$ cat src/rtl/imem_loader.sv
// -----------------------------------------------------------------------------
// imem_loader
//
// Boot-time program loader that sits in front of the instruction memory. It
// takes a byte stream over a valid/ready handshake and packs the bytes into
// big-endian 32-bit words, so the first byte of each group of four becomes
// bits 31:24. Each word is written to the next instruction-memory address,
// starting at word 0. The CPU is held (PC forced to 0) until the requested
// number of words has been written.
//
// Ports:
//   clk, rst_n   rising-edge clock, asynchronous active-low reset
//   start        single-cycle pulse that begins a load session
//   len_words    number of words to load, sampled when start is accepted
//   in_valid     byte-stream valid
//   in_data      byte-stream data
//   in_ready     loader accepts a byte this cycle
//   imem_we      instruction-memory write strobe, one cycle per word
//   imem_addr    word address of the write (registered, holds between writes)
//   imem_wdata   assembled word (registered, holds between writes)
//   cpu_hold     1 = CPU held in reset-like state
//   busy         load session in progress
//   done         last session completed; held until the next accepted start
//   err          last session had an illegal length; held until next start
// -----------------------------------------------------------------------------
module imem_loader #(
  parameter int ADDR_W = 8
) (
  input  logic              clk,
  input  logic              rst_n,
  input  logic              start,
  input  logic [ADDR_W:0]   len_words,
  input  logic              in_valid,
  input  logic [7:0]        in_data,
  output logic              in_ready,
  output logic              imem_we,
  output logic [ADDR_W-1:0] imem_addr,
  output logic [31:0]       imem_wdata,
  output logic              cpu_hold,
  output logic              busy,
  output logic              done,
  output logic              err
);

  typedef enum logic [2:0] {
    S_IDLE,
    S_LOAD,
    S_WRITE,
    S_DONE,
    S_FAIL
  } state_t;

  // Largest legal length: exactly fills the memory.
  localparam logic [ADDR_W:0] MAX_LEN = {1'b1, {ADDR_W{1'b0}}};

  state_t            state_q, state_d;
  logic [1:0]        byte_cnt_q, byte_cnt_d;
  logic [ADDR_W:0]   word_cnt_q, word_cnt_d;
  logic [ADDR_W:0]   len_q, len_d;
  logic [31:0]       word_q, word_d;
  logic [ADDR_W-1:0] addr_q, addr_d;
  logic [31:0]       wdata_q, wdata_d;

  always_comb begin
    // NOTE: every signal driven here gets a default first so no path through
    // the case statement leaves it unassigned (which would infer a latch).
    state_d    = state_q;
    byte_cnt_d = byte_cnt_q;
    word_cnt_d = word_cnt_q;
    len_d      = len_q;
    word_d     = word_q;
    addr_d     = addr_q;
    wdata_d    = wdata_q;

    unique case (state_q)
      S_IDLE, S_DONE, S_FAIL: begin
        if (start) begin
          len_d      = len_words;
          byte_cnt_d = '0;
          word_cnt_d = '0;
          if (len_words == '0) begin
            state_d = S_DONE;
          end else if (len_words > MAX_LEN) begin
            state_d = S_FAIL;
          end else begin
            state_d = S_LOAD;
          end
        end
      end

      S_LOAD: begin
        // in_ready is high throughout LOAD, so in_valid alone marks a transfer.
        if (in_valid) begin
          word_d     = {word_q[23:0], in_data};
          byte_cnt_d = byte_cnt_q + 2'd1;
          if (byte_cnt_q == 2'd3) begin
            // Capture the write address and data now so both are already
            // registered when the single WRITE cycle presents them.
            addr_d  = word_cnt_q[ADDR_W-1:0];
            wdata_d = word_d;
            state_d = S_WRITE;
          end
        end
      end

      S_WRITE: begin
        word_cnt_d = word_cnt_q + 1'b1;
        // word_cnt is one bit wider than the address, so a full-memory load
        // reaches len_q without wrapping back to address 0.
        if (word_cnt_d == len_q) begin
          state_d = S_DONE;
        end else begin
          state_d = S_LOAD;
        end
      end

      default: state_d = S_IDLE;
    endcase
  end

  always_ff @(posedge clk or negedge rst_n) begin
    if (!rst_n) begin
      state_q    <= S_IDLE;
      byte_cnt_q <= '0;
      word_cnt_q <= '0;
      len_q      <= '0;
      word_q     <= '0;
      addr_q     <= '0;
      wdata_q    <= '0;
    end else begin
      // NOTE: non-blocking assignments here so every flop samples the values
      // computed before this edge, independent of statement order.
      state_q    <= state_d;
      byte_cnt_q <= byte_cnt_d;
      word_cnt_q <= word_cnt_d;
      len_q      <= len_d;
      word_q     <= word_d;
      addr_q     <= addr_d;
      wdata_q    <= wdata_d;
    end
  end

  // Status outputs decode directly from the state register.
  assign in_ready   = (state_q == S_LOAD);
  assign imem_we    = (state_q == S_WRITE);
  assign busy       = (state_q == S_LOAD) || (state_q == S_WRITE);
  assign done       = (state_q == S_DONE);
  assign err        = (state_q == S_FAIL);
  assign cpu_hold   = (state_q != S_DONE);
  assign imem_addr  = addr_q;
  assign imem_wdata = wdata_q;

endmodule

$ cat config.mk
export PLATFORM = sky130hd
export DESIGN_NAME = imem_loader
export DESIGN_NICKNAME = d
export VERILOG_FILES = /design/src/rtl/imem_loader.sv
export SDC_FILE = /design/constraint.sdc
export NUM_CORES = 1
export LEC_CHECK = 0
export ABC_AREA = 1
export BUFFER_PORTS_ARGS = -buffer_cell sky130_fd_sc_hd__clkbuf_2
export CORE_MARGIN = 2
export CORE_UTILIZATION = 50
export DETAILED_ROUTE_END_ITERATION = 10
export GPL_TIMING_DRIVEN = 1
export PLACE_DENSITY = 0.74
export SLEW_MARGIN = 20
export SYNTH_ARGS = -nofsm -noshare
export SYNTH_HDL_FRONTEND = slang
export SYNTH_SLANG_ARGS = --single-unit
$ cat constraint.sdc
create_clock -name clk -period 1.44 [get_ports clk]
set_input_delay 0.288 -clock clk [delete_from_list [all_inputs] [get_ports clk]]
set_output_delay 0.288 -clock clk [all_outputs]
set_load 0.005 [all_outputs]
-- Yosys cells after proc, flatten, opt, wreduce, memory -nomap -nowiden
Cells that the tools add are included.
- input bits: 21
- register bits: 87
- output and inout port bits: 46
- logic and storage cells: 44
- equal/unequal tests: 10
- reduce and logical (&&, ||, !) cells: 12
- $lt $le $gt $ge: 1
- $add $sub $neg: 2
- mux-type cells: 12
- operator list (cell ; count):
    one-hot mux 9 bit (2 select lines) ; 1
    two-way mux 3 bit ; 5
    adder 9 x 1 -> 9 bit (second input constant) ; 1
    == test 9 bit ; 1
    greater-than comparator 9 bit (second input constant) ; 1
    zero test 9 bit ; 1
    two-way mux 9 bit ; 1
    one-hot mux 3 bit (3 select lines) ; 1
    AND reduction 3 bit ; 3
    == test 3 x 2 -> 1 bit (second input constant) ; 2
    two-way mux 2 bit ; 3
    AND reduction 2 bit ; 3
    != test 2 bit (second input constant) ; 2
    one-hot mux 2 bit (2 select lines) ; 1
    nonzero test 2 bit ; 2
    == test 3 x 1 -> 1 bit (second input constant) ; 1
    == test 3 bit (second input constant) ; 1
    zero test 3 bit ; 1
    != test 3 x 2 -> 1 bit (second input constant) ; 1
    OR reduction 3 bit ; 1
    adder 2 x 1 -> 2 bit (second input constant) ; 1
    == test 2 bit (second input constant) ; 1
    != test 2 x 1 -> 1 bit (second input constant) ; 1
    logical OR 1 bit ; 1

-- Longest topological paths before layout
Gate-level depths: netlist of run 1.
- word-level depth: 5
- gate-level depth with buffers: 14
- depth with buffers taken out: 14

-- Worst setup path before layout of run 1
OpenSTA, ideal clock, no wires.
- kind: register to register
- from: register word_cnt_q[0]
- to: register state_q[1]
- setup time: 65 ps
- data required time: 1375 ps
- data arrival time: 1418 ps
- path buffers: 0
- stages on the path, launching flop included: 14
- clock period less this slack: 1483 ps
- path slack: -43 ps
- path through: dfrtp_1 -> ha_1 -> nand2_1 -> nor2_2 -> nand3_1 -> nand2_1 -> nand2_1 -> nand2_1 -> nand2_1 -> nor2_1 -> nand2_1 -> nand2_1 -> nand2_1 -> nand2_1
- cells in the longest elaborated chain, start to end: 4
- ends and longest elaborated chain (what ; RTL line ; source):
    from (decl) ; 58 ; logic [ADDR_W:0] word_cnt_q, word_cnt_d;
    from (signal assigned) ; 135 ; word_cnt_q <= word_cnt_d;
    adder 9 x 1 -> 9 bit ; 107 ; word_cnt_d = word_cnt_q + 1'b1;
    == test 9 bit ; 110 ; if (word_cnt_d == len_q) begin
    two-way mux 2 bit ; 110 ;
    one-hot mux 3 bit (3 select lines) ; 75 ; unique case (state_q)
    to (signal assigned) ; 133 ; state_q <= state_d;
    to (decl) ; 56 ; state_t state_q, state_d;
No other way between the ends.
A chain may end at the register's enable or synchronous reset.

-- Worst setup path in the final report of run 1
- from: register state_q[2]
- to: output port busy
- cells in the longest elaborated chain, start to end: 2
- elaborated cells on any way between the ends: 3
- classes of those cells: 2 x eq/ne; 1 x reduce/logical
- ends and longest elaborated chain (what ; RTL line ; source):
    == test 3 x 1 -> 1 bit or == test 3 x 2 -> 1 bit (tied branches) ; 146 ; assign busy = (state_q == S_LOAD) || (state_q == S_WRITE);
    logical OR 1 bit (*) ; 146 ;
    to (decl) ; 40 ; output logic busy,
Every way passes the cells marked *; elsewhere a longest branch is shown, timed or not.

==> out/metrics.cfg, run 1 <==
[outcome]
status = complete, but fails checks
violations = negative setup slack

[synthesis]
synth.area.top_cells = dfrtp_1 (57%), nand2_1 (10%), o21ai_0 (8.3%)
synth_top_area_share_pct = 57.4
ys_ff_latch = 87
syn_area_per_cell_um2 = 9.30
netlist_instances = 408
ys_types = 31
ys_seq_area_share_pct = 57.4
ys_warn_count = 0
synthesis.nets = 431
syn-cell-area_mm2 = 0.00380
synth_area_leader_cell = dfrtp_1

[timing]
setup_ws_ps = -262
period_share_pct = 118
timing.fmax_mhz = 588
fin_crit_ps = 1700
tightest_slew_ps = 324
finalHoldViolations = 0
setup_viol = 74
slew_headroom_pct = 78.2
rsz0062_at_grt = yes
holdWs_ps = 161
fin_worst_skew_ps = 9.41
drv_slew = 0

[cells_and_area]
drive_above_1_share_pct = 41.8
area_growth_pct = 43.7
antennaDiodeCount = 0
fin_area_mm2 = 0.00546
final_common_cell = dfrtp_1
fin_nets = 556
final_cell_mix = dfrtp_1 (84), nand2_1 (83), clkbuf_2 (63)
final_core_util_pct = 74.8

[floorplan]
fp.coreArea_mm2 = 0.00729
die_x_um = 91.1
die-area_mm2 = 0.00831
start_util_pct = 52.1
fp.dieH_um = 91.1
io_pins = 67
row_count = 31

[setup_path]
worstPathMaxFanout = 3
crit_path_end_kind = output pin
r2r_cells = 10
path_buf_inv = 2
cp.arrival_ps = 1410
slowest_stage = dfrtp_2
required_ps = 1150
path_class = flop to output pin
max_stage_delay_ps = 450
worst_setup_path_start_kind = flop
path_delay_family = flip-flops
path_depth = 4
path_cells = nor3_4 > inv_2 > nand2_2 > clkbuf_2

[drt]
wl_per_cell_um = 17.1
drc = 0
via_per_inst = 5.46
first_pass_iters = 5
num_vias = 3480
drt_iter0_drc = 269
finalWirelength_um = 10900
postRouteAntennaNets = 0

[power]
power_uw = 10300
p_per_area_mw_per_mm2 = 1880
irDropWorstVdd_uv = 1010
leakagePower_uw = 0.00272

[clock_network]
htreeDepth = 3
clock-sinks = 87
clk_latency_ps = 350
cts-root-buf = clkbuf_8
cts_tree = built
cts_made_buffers = 9
path_clk_slew_ps = 90
clockBufferDepth = 2

[global_routing]
antenna_found_initial = 0
grt_pass1_wl_um = 14400
grt_pass1_vias = 2998
overflow = 0
grtUsageTotal_pct = 21.8
grt_max_degree = 49

[placed_design]
post_dp_cell_area_mm2 = 0.00443
port_buffers = 66
dp_slack_ps = -115
hpwlAfterDp_um = 5710
place.gp.congestion = 0.916

[flow_run]
cap_violations = 0

[min_path]
holdPathStages = 3
hold_path_class = input pin to flop

==> per-layer routing <==
metal / track usage [%] / part of all wire [%]
met5: 0 / 0
met4: 8.84 / 3.9
met3: 3.40 / 6.8
met2: 33.1 / 48
met1: 31.5 / 41
==> worst paths after layout <==
check / startpoint / end / slack (ps)
min in group asynchronous: rst_n / imem_wdata[6] / 300
max: state_q[2] / busy / -260
min reg2reg: word_q[0] / word_q[0] / 490
max reg2reg: state_q[2] / state_q[1] / -210
max in group asynchronous: rst_n / word_q[17] / 640
min: in_data[1] / imem_wdata[1] / 160
==> flip-flops by register name, indices dropped and copies added, names as in the netlist <==
| register | count |
|---|---|
| word_cnt_q | 9 |
| len_q | 9 |
| word_q | 24 |
| imem_wdata | 32 |
| imem_addr | 8 |
| state_q | 3 |
| byte_cnt_q | 2 |
==> worst reg2reg max path, stage by stage (launching register included) <==
cell and delay [ps]:
dfrtp_2 450, nor3_4 330, buf_4 170, nand3_2 70, nor2_2 130, nand2_1 70
nor2_1 120, nand2_1 80, nand2_1 60, nand2_1 40, nand2_1 60
==> per-stage QoR <==
| step | std cells | setup TNS (ps) |
|---|---|---|
| global placement | 585 | -110 |
| finish | 637 | -3640 |
| CTS | 618 | -923 |
| detailed placement | 585 | -1150 |
| global route | 637 | -7830 |
| floorplan | 408 | 0 |
==> cell type report <==
| cell class | count | area [um^2] |
|---|---|---|
| clock inverter | 6 | 52.6 |
| timing repair buffer | 122 | 1060 |
| multi-input combinational | 262 | 1710 |
| inverter | 51 | 204 |
| fill | 487 | 1840 |
| clock buffer | 10 | 128 |
| tap | 99 | 124 |
| sequential | 87 | 2180 |
==> cell families after synthesis <==
kind of cell             count (synthesis)  share of synthesized area (%)
multiplexers                            12                           4.55
AND/OR/NAND/NOR                        163                           19.1
buffers and inverters                   65                           7.15
flip-flops                              87                           57.4
adder cells (fa/ha/maj)                  2                          0.659
AO/OA/AOI/OAI                           77                           10.7
XOR/XNOR                                 2                          0.462
==> cells in the mapped netlist <==
cell / instances
nor2_1: 16
nand3_1: 23
o21a_1: 1
a21oi_1: 6
clkinv_4: 1
or2_2: 1
nand2_2: 6
inv_1: 45
ha_1: 2
nor4_1: 2
a31oi_1: 1
mux2_4: 10
nand2_4: 2
o22ai_2: 1
buf_4: 2
a21oi_2: 1
inv_2: 5
mux2_2: 2
clkbuf_1: 10
xor2_1: 1
o22ai_1: 4
dfrtp_1: 87
buf_6: 2
nor2_2: 3
nor2_4: 2
xnor2_1: 1
nand4_1: 4
nand3b_1: 1
nor3_4: 1
o21ai_0: 63
nand2_1: 102
==> power breakdown <==
part | switching [uW] | total, uW | internal (uW) | leakage, uW
logic | 2450 | 4700 | 2250 | 0.00150
clock network | 939 | 1590 | 656 | 0.0000854
registers | 655 | 3980 | 3330 | 0.00114
==> repair_timing <==
item / CTS / global route
buffers inserted: 15 / 3
pin swaps: 15 / 19
endpoints found under the setup margin: 46 / 92
resized for setup: 31 / 113
hold endpoints to repair: 19 / 0
hold buffers: 1 / 0
cloned: 1 / 18
No activity file was read; power rests on OpenSTA's default activity.
==> run 2, diff against run 1 <==
--- a/config.mk
+++ b/config.mk
@@ -11,7 +11,7 @@
 export CORE_UTILIZATION = 50
 export DETAILED_ROUTE_END_ITERATION = 10
 export GPL_TIMING_DRIVEN = 1
-export PLACE_DENSITY = 0.74
+export PLACE_DENSITY = 0.75
 export SLEW_MARGIN = 20
 export SYNTH_ARGS = -nofsm -noshare
 export SYNTH_HDL_FRONTEND = slang
==> run 2 against run 1 <==
  * Maximum frequency up 1.9%
  * Worst hold slack hardly changed
  * First-iteration DRC count is 34% lower
  * Critical endpoint is now imem_we
  * Final cell count shrank 3.3%
  * Global-route usage shrank 0.45 points
  * Combinational power shrank 17%
  * The flow still finishes with violations (negative setup slack)
  * Sequential share of layout area is 3.4 points higher
  * Final area fell by 7.9%
  * Via count fell by 9.0%
  * Highest routed layer unchanged
  * Critical path depth increased by 1
  * Die area unchanged
==> out/metrics.cfg, run 2 (synthesized netlist as in run 1, its figures left out) <==
[drt]
drt_iter0_drc = 177  ; was 269
wl_per_cell_um = 14.5  ; was 17.1 um
drc = 0  ; unchanged
finalWirelength_um = 8920  ; was 10900 um
first_pass_iters = 4  ; was 5
num_vias = 3167  ; was 3480
via_per_inst = 5.14  ; was 5.46
postRouteAntennaNets = 0  ; unchanged

[cells_and_area]
fin_nets = 535  ; was 556
area_growth_pct = 32.4  ; was 43.7%
drive_above_1_share_pct = 35.8  ; was 41.8%
largest_reg_flops = 32  ; unchanged
antennaDiodeCount = 0  ; unchanged
final_cell_mix = nand2_1 (97), dfrtp_1 (85), clkbuf_2 (62)  ; was dfrtp_1 (84), nand2_1 (83), clkbuf_2 (63)
final_core_util_pct = 68.9  ; was 74.8%
final_common_cell = nand2_1  ; was dfrtp_1
fin_cells = 616  ; was 637
fin_area_mm2 = 0.00503  ; was 0.00546 mm^2

[setup_path]
path_cells = inv_2 > nor3_4 > buf_6 > buf_6 > buf_6  ; was nor3_4 > inv_2 > nand2_2 > clkbuf_2
worst_setup_path_start_kind = flop  ; unchanged
cp_common_cell = buf_6
worstPathMaxFanout = 2  ; was 3
max_stage_delay_ps = 430  ; was 450 ps
slowest_stage = dfrtp_1  ; was dfrtp_2
required_ps = 1150  ; about the same
crit_path_end_kind = output pin  ; unchanged
cp.arrival_ps = 1380  ; was 1410 ps
path_class = flop to output pin  ; unchanged

[timing]
setup_ws_ps = -230  ; was -262 ps
tns_ps = -2930  ; was -3640 ps
period_share_pct = 116  ; was 118%
setup_viol = 32  ; was 74
fin_worst_skew_ps = 13.0  ; was 9.41 ps
finalHoldViolations = 0  ; unchanged
slew_headroom_pct = 72.2  ; was 78.2%
timing.fmax_mhz = 599  ; was 588 MHz
rsz0062_at_grt = yes  ; unchanged
drv_slew = 0  ; unchanged
tightest_slew_ps = 418  ; was 324 ps
holdWs_ps = 161  ; about the same
fin_crit_ps = 1670  ; was 1700 ps

[clock_network]
clock-sinks = 87  ; unchanged
clk_latency_ps = 360  ; was 350 ps
cts-root-buf = clkbuf_8  ; unchanged
cts_made_buffers = 9  ; unchanged
clockBufferDepth = 2  ; unchanged
htreeDepth = 3  ; unchanged
cts_tree = built  ; unchanged
path_clk_slew_ps = 90  ; about the same

[floorplan]
die-area_mm2 = 0.00831  ; unchanged
io_pins = 67  ; unchanged
start_util_pct = 52.1  ; unchanged
fp.dieH_um = 91.1  ; unchanged
fp.coreArea_mm2 = 0.00729  ; unchanged
row_count = 31  ; unchanged
die_x_um = 91.1  ; unchanged

[placed_design]
place.gp.congestion = 0.852  ; was 0.916
hpwlAfterDp_um = 5570  ; was 5710 um
post_dp_cell_area_mm2 = 0.00440  ; was 0.00443 mm^2
port_buffers = 66  ; unchanged
dp_cells = 581  ; was 585

[global_routing]
grt_pass1_vias = 3034  ; was 2998
antenna_found_initial = 0  ; unchanged
grt_pass1_wl_um = 14100  ; was 14400 um
grt_max_degree = 49  ; unchanged
grtUsageTotal_pct = 21.3  ; was 21.8%
overflow = 0  ; unchanged

[power]
p_int_uw = 6090  ; was 6230 uW
swShare_pct = 36.3  ; was 39.4%
clockPowerShare_pct = 18.5  ; was 15.5%
power_frac_comb_pct = 40.6  ; was 45.7%
pwr-share-seq_pct = 40.9  ; was 38.8%
leakagePower_uw = 0.00256  ; was 0.00272 uW
irDropWorstVdd_uv = 912  ; was 1010 uV
p_per_area_mw_per_mm2 = 1900  ; was 1880 mW/mm^2
switching_power_uw = 3470  ; was 4040 uW

[min_path]
hold_path_class = input pin to flop  ; unchanged

[outcome]
status = complete, but fails checks  ; unchanged
violations = negative setup slack  ; unchanged

[flow_run]
cap_violations = 0  ; unchanged

-- run 2: final timing paths --
kind	startpoint	endpoint	slack [ps]	cells past startpoint
worst max-delay path	state_q[1]	imem_we	-230	5
worst min-delay path	in_data[7]	word_q[7]	160	3
worst max register to register	state_q[1]	state_q[1]	-210	12
worst min register to register	imem_wdata[18]	imem_wdata[18]	490	2
max in group asynchronous	rst_n	state_q[2]	490	3
min in group asynchronous	rst_n	word_q[6]	420	2
-- run 2: stage by stage --
stage / worst slack (ps) / power (uW)
floorplan: 11.3 / 5640
global placement: -15.9 / 6750
detailed placement: -79.3 / 6860
CTS: -211 / 8940
global route: -298 / 10200
finish: -230 / 9560
-- run 2: critical path, delay by kind of cell, from the launching register on --
kind | cells | cell delay [ps]
and+or+nand+nor | 1 | 180
DFF | 1 | 430
buffers and inverters | 4 | 410
-- run 2: power groups by stage --
stage          Combinational [uW]  Sequential [uW]  Clock (uW)
4_1_cts                      3240             3890        1810
5_1_grt                      4320             4010        1920
6_report                     3880             3910        1770
3_5_place_dp                 2930             3930           0
3_3_place_gp                 2860             3900           0
2_1_floorplan                1780             3860           0
-- run 2: cell type report --
class                   count  area (um^2)
fillers                   567         2260
flip-flops and latches     87         2180
multi-input cells         257         1560
repair buffers            106          752
inverters                  51          204
clock buffers              11          141
well taps                  99          124
clock inverters             5         63.8
-- run 2: repair_timing --
action,4_1_cts,5_1_grt
hold buffers,1,0
gates resized for setup,22,59
cloned,1,0
endpoints found under the setup margin,33,64
pin swaps,11,13
setup buffers,11,7
hold endpoints to repair,27,0
-- run 2: per-layer routing --
| layer | up-vias | part of all wire (%) | global-route usage (%) |
|---|---|---|---|
| li1 | 1521 | - | - |
| met1 | 1517 | 45 | 29.3 |
| met2 | 105 | 48 | 33.3 |
| met3 | 24 | 4.6 | 3.65 |
| met4 | 0 | 2.7 | 9.97 |
| met5 | - | 0 | 0 |
==> run 3, diff against run 2 <==
--- a/config.mk
+++ b/config.mk
@@ -8,10 +8,9 @@
 export ABC_AREA = 1
 export BUFFER_PORTS_ARGS = -buffer_cell sky130_fd_sc_hd__clkbuf_2
 export CORE_MARGIN = 2
-export CORE_UTILIZATION = 50
+export CORE_UTILIZATION = 30
 export DETAILED_ROUTE_END_ITERATION = 10
 export GPL_TIMING_DRIVEN = 1
-export PLACE_DENSITY = 0.75
 export SLEW_MARGIN = 20
 export SYNTH_ARGS = -nofsm -noshare
 export SYNTH_HDL_FRONTEND = slang
==> run 3 against run 2 <==
  * The run ends with negative hold slack, negative setup slack left
  * Final area rose by 16%
  * Sequential share of layout area fell by 6.1 points
  * Maximum frequency rose by 3.7%
  * Via count rose by 3.4%
  * Critical path depth fell by 1
  * Largest power group is now combinational cells
  * Final cell count rose by 15%
  * Total power rose by 18%
  * Critical path type unchanged
  * Combinational power rose by 25%
  * Largest cell class unchanged
  * Core utilization fell by 22 points
  * Highest routed layer unchanged
  * Sequential power rose by 4%
==> out/metrics.cfg, run 3 (synthesized netlist as in run 1, its figures left out) <==
[setup_path]
crit_path_end_kind = output pin  ; unchanged
worstPathMaxFanout = 3  ; was 2
slowest_stage = dfrtp_2  ; was dfrtp_1
required_ps = 1150  ; about the same
path_class = flop to output pin  ; unchanged
path_cells = nor3_4 > inv_2 > nand2_2 > clkbuf_2  ; was inv_2 > nor3_4 > buf_6 > buf_6 > buf_6
r2r_end = state_q[1]  ; unchanged
cp.arrival_ps = 1320  ; was 1380 ps
r2r_cells = 13  ; was 12
r2r_start = word_cnt_q[0]  ; was state_q[1]
r2r_slack_ps = -100  ; was -210 ps
worst_setup_path_start_kind = flop  ; unchanged
max_stage_delay_ps = 450  ; was 430 ps

[timing]
finalHoldViolations = 38  ; was 0
period_share_pct = 112  ; was 116%
slew_headroom_pct = 68.4  ; was 72.2%
fin_worst_skew_ps = 6.35  ; was 13.0 ps
setup_ws_ps = -170  ; was -230 ps
setup_viol = 31  ; was 32
holdWs_ps = -26.4  ; was 161 ps
timing.fmax_mhz = 621  ; was 599 MHz
fin_crit_ps = 1610  ; was 1670 ps
drv_slew = 0  ; unchanged
rsz0062_at_grt = yes  ; unchanged
tightest_slew_ps = 473  ; was 418 ps

[cells_and_area]
drive_above_1_share_pct = 52.1  ; was 35.8%
final_cell_mix = dfrtp_1 (84), clkbuf_2 (62), nand2_2 (48)  ; was nand2_1 (97), dfrtp_1 (85), clkbuf_2 (62)
fin_nets = 555  ; was 535
largest_reg_flops = 32  ; unchanged
fin_cells = 709  ; was 616
final_common_cell = dfrtp_1  ; was nand2_1
fin_area_mm2 = 0.00585  ; was 0.00503 mm^2
antennaDiodeCount = 0  ; unchanged
area_growth_pct = 54.2  ; was 32.4%

[placed_design]
post_dp_cell_area_mm2 = 0.00450  ; was 0.00440 mm^2
dp_cells = 658  ; was 581
place.gp.congestion = 0.880  ; was 0.852
port_buffers = 66  ; unchanged
hpwlAfterDp_um = 5880  ; was 5570 um

[floorplan]
fp.dieH_um = 116  ; was 91.1 um
row_count = 41  ; was 31
die_x_um = 116  ; was 91.1 um
fp.coreArea_mm2 = 0.0125  ; was 0.00729 mm^2
die-area_mm2 = 0.0136  ; was 0.00831 mm^2
io_pins = 67  ; unchanged
start_util_pct = 30.5  ; was 52.1%

[drt]
wl_per_cell_um = 14.8  ; was 14.5 um
finalWirelength_um = 10500  ; was 8920 um
drt_iter0_drc = 194  ; was 177
via_per_inst = 4.62  ; was 5.14
drc = 0  ; unchanged
postRouteAntennaNets = 0  ; unchanged
num_vias = 3274  ; was 3167
first_pass_iters = 4  ; unchanged

[outcome]
violations = negative hold slack, negative setup slack  ; was negative setup slack
status = complete, but fails checks  ; unchanged

[clock_network]
clockBufferDepth = 2  ; unchanged
clk_latency_ps = 340  ; was 360 ps
cts_tree = built  ; unchanged
clock-sinks = 87  ; unchanged
cts_made_buffers = 9  ; unchanged
htreeDepth = 3  ; unchanged
path_clk_slew_ps = 70  ; was 90 ps
cts-root-buf = clkbuf_16  ; was clkbuf_8
postCtsHoldBufs = 0  ; was 1

[power]
leakagePower_uw = 0.00283  ; was 0.00256 uW
p_per_area_mw_per_mm2 = 1920  ; was 1900 mW/mm^2
irDropWorstVdd_uv = 861  ; was 912 uV
power_uw = 11200  ; was 9560 uW

[global_routing]
grt_pass1_wl_um = 14400  ; was 14100 um
grt_max_degree = 88  ; was 49
antenna_found_initial = 0  ; unchanged
grtUsageTotal_pct = 13.7  ; was 21.3%
grt_pass1_vias = 2896  ; was 3034
overflow = 0  ; unchanged

[flow_run]
cap_violations = 0  ; unchanged

[min_path]
hold_path_class = input pin to asynchronous set/reset pin  ; was input pin to flop

-- run 3: power by group --
part	switching [uW]	leakage, uW	internal, uW	total (uW)
combinational	2400	0.00155	2470	4860
clock	1050	0.000146	1250	2290
sequential	747	0.00114	3340	4080
-- run 3: area by class of cell --
type,instances,area (um^2)
clock buffer,10,239
clock inverter,6,51.3
fill,1144,6610
inverter,51,205
multi-input combinational,260,1890
sequential,87,2180
tap,172,215
timing repair buffer,123,1070
-- run 3: critical path, delay by kind of cell (launching register included) --
family / cells / cell delay [ps]
flip-flops: 1 / 450
AND/OR/NAND/NOR: 2 / 360
buffers and inverters: 2 / 170
-- run 3: how the worst max path moves through the flow --
stage	from	endpoint	slack (ps)	cells after the start
floorplan	word_cnt_q[0]	state_q[1]	10	13
global placement	byte_cnt_q[0]	imem_wdata[5]	-50	6
detailed placement	word_cnt_q[0]	state_q[1]	-100	13
CTS	state_q[0]	busy	-170	6
global route	word_cnt_q[0]	state_q[1]	-290	13
finish	state_q[2]	busy	-170	4
-- run 3: per-layer routing --
layer | GRT usage [%] | routed length, um | part of all wire (%) | vias up
met4 | 4.76 | 121 | 1.2 | 0
li1 | - | - | - | 1599
met1 | 18.9 | 4880 | 46 | 1600
met5 | 0 | 0 | 0 | -
met2 | 21.5 | 5150 | 49 | 65
met3 | 2.96 | 355 | 3.4 | 10
-- run 3: repair_timing --
action / in CTS / in global routing
gates cloned: 4 / 12
pin swaps: 15 / 22
resized for setup: 55 / 171
endpoints found under the setup margin: 55 / 88
buffers inserted: 11 / 10
-- run 3: per-stage QoR --
stage	setup TNS [ps]	utilization, %	setup slack (ps)
floorplan	0	-	11.3
global placement	-801	36.1	-51.3
detailed placement	-1840	36.1	-103
CTS	-2300	41.1	-172
global route	-4540	47.0	-290
finish	-1580	47.0	-170
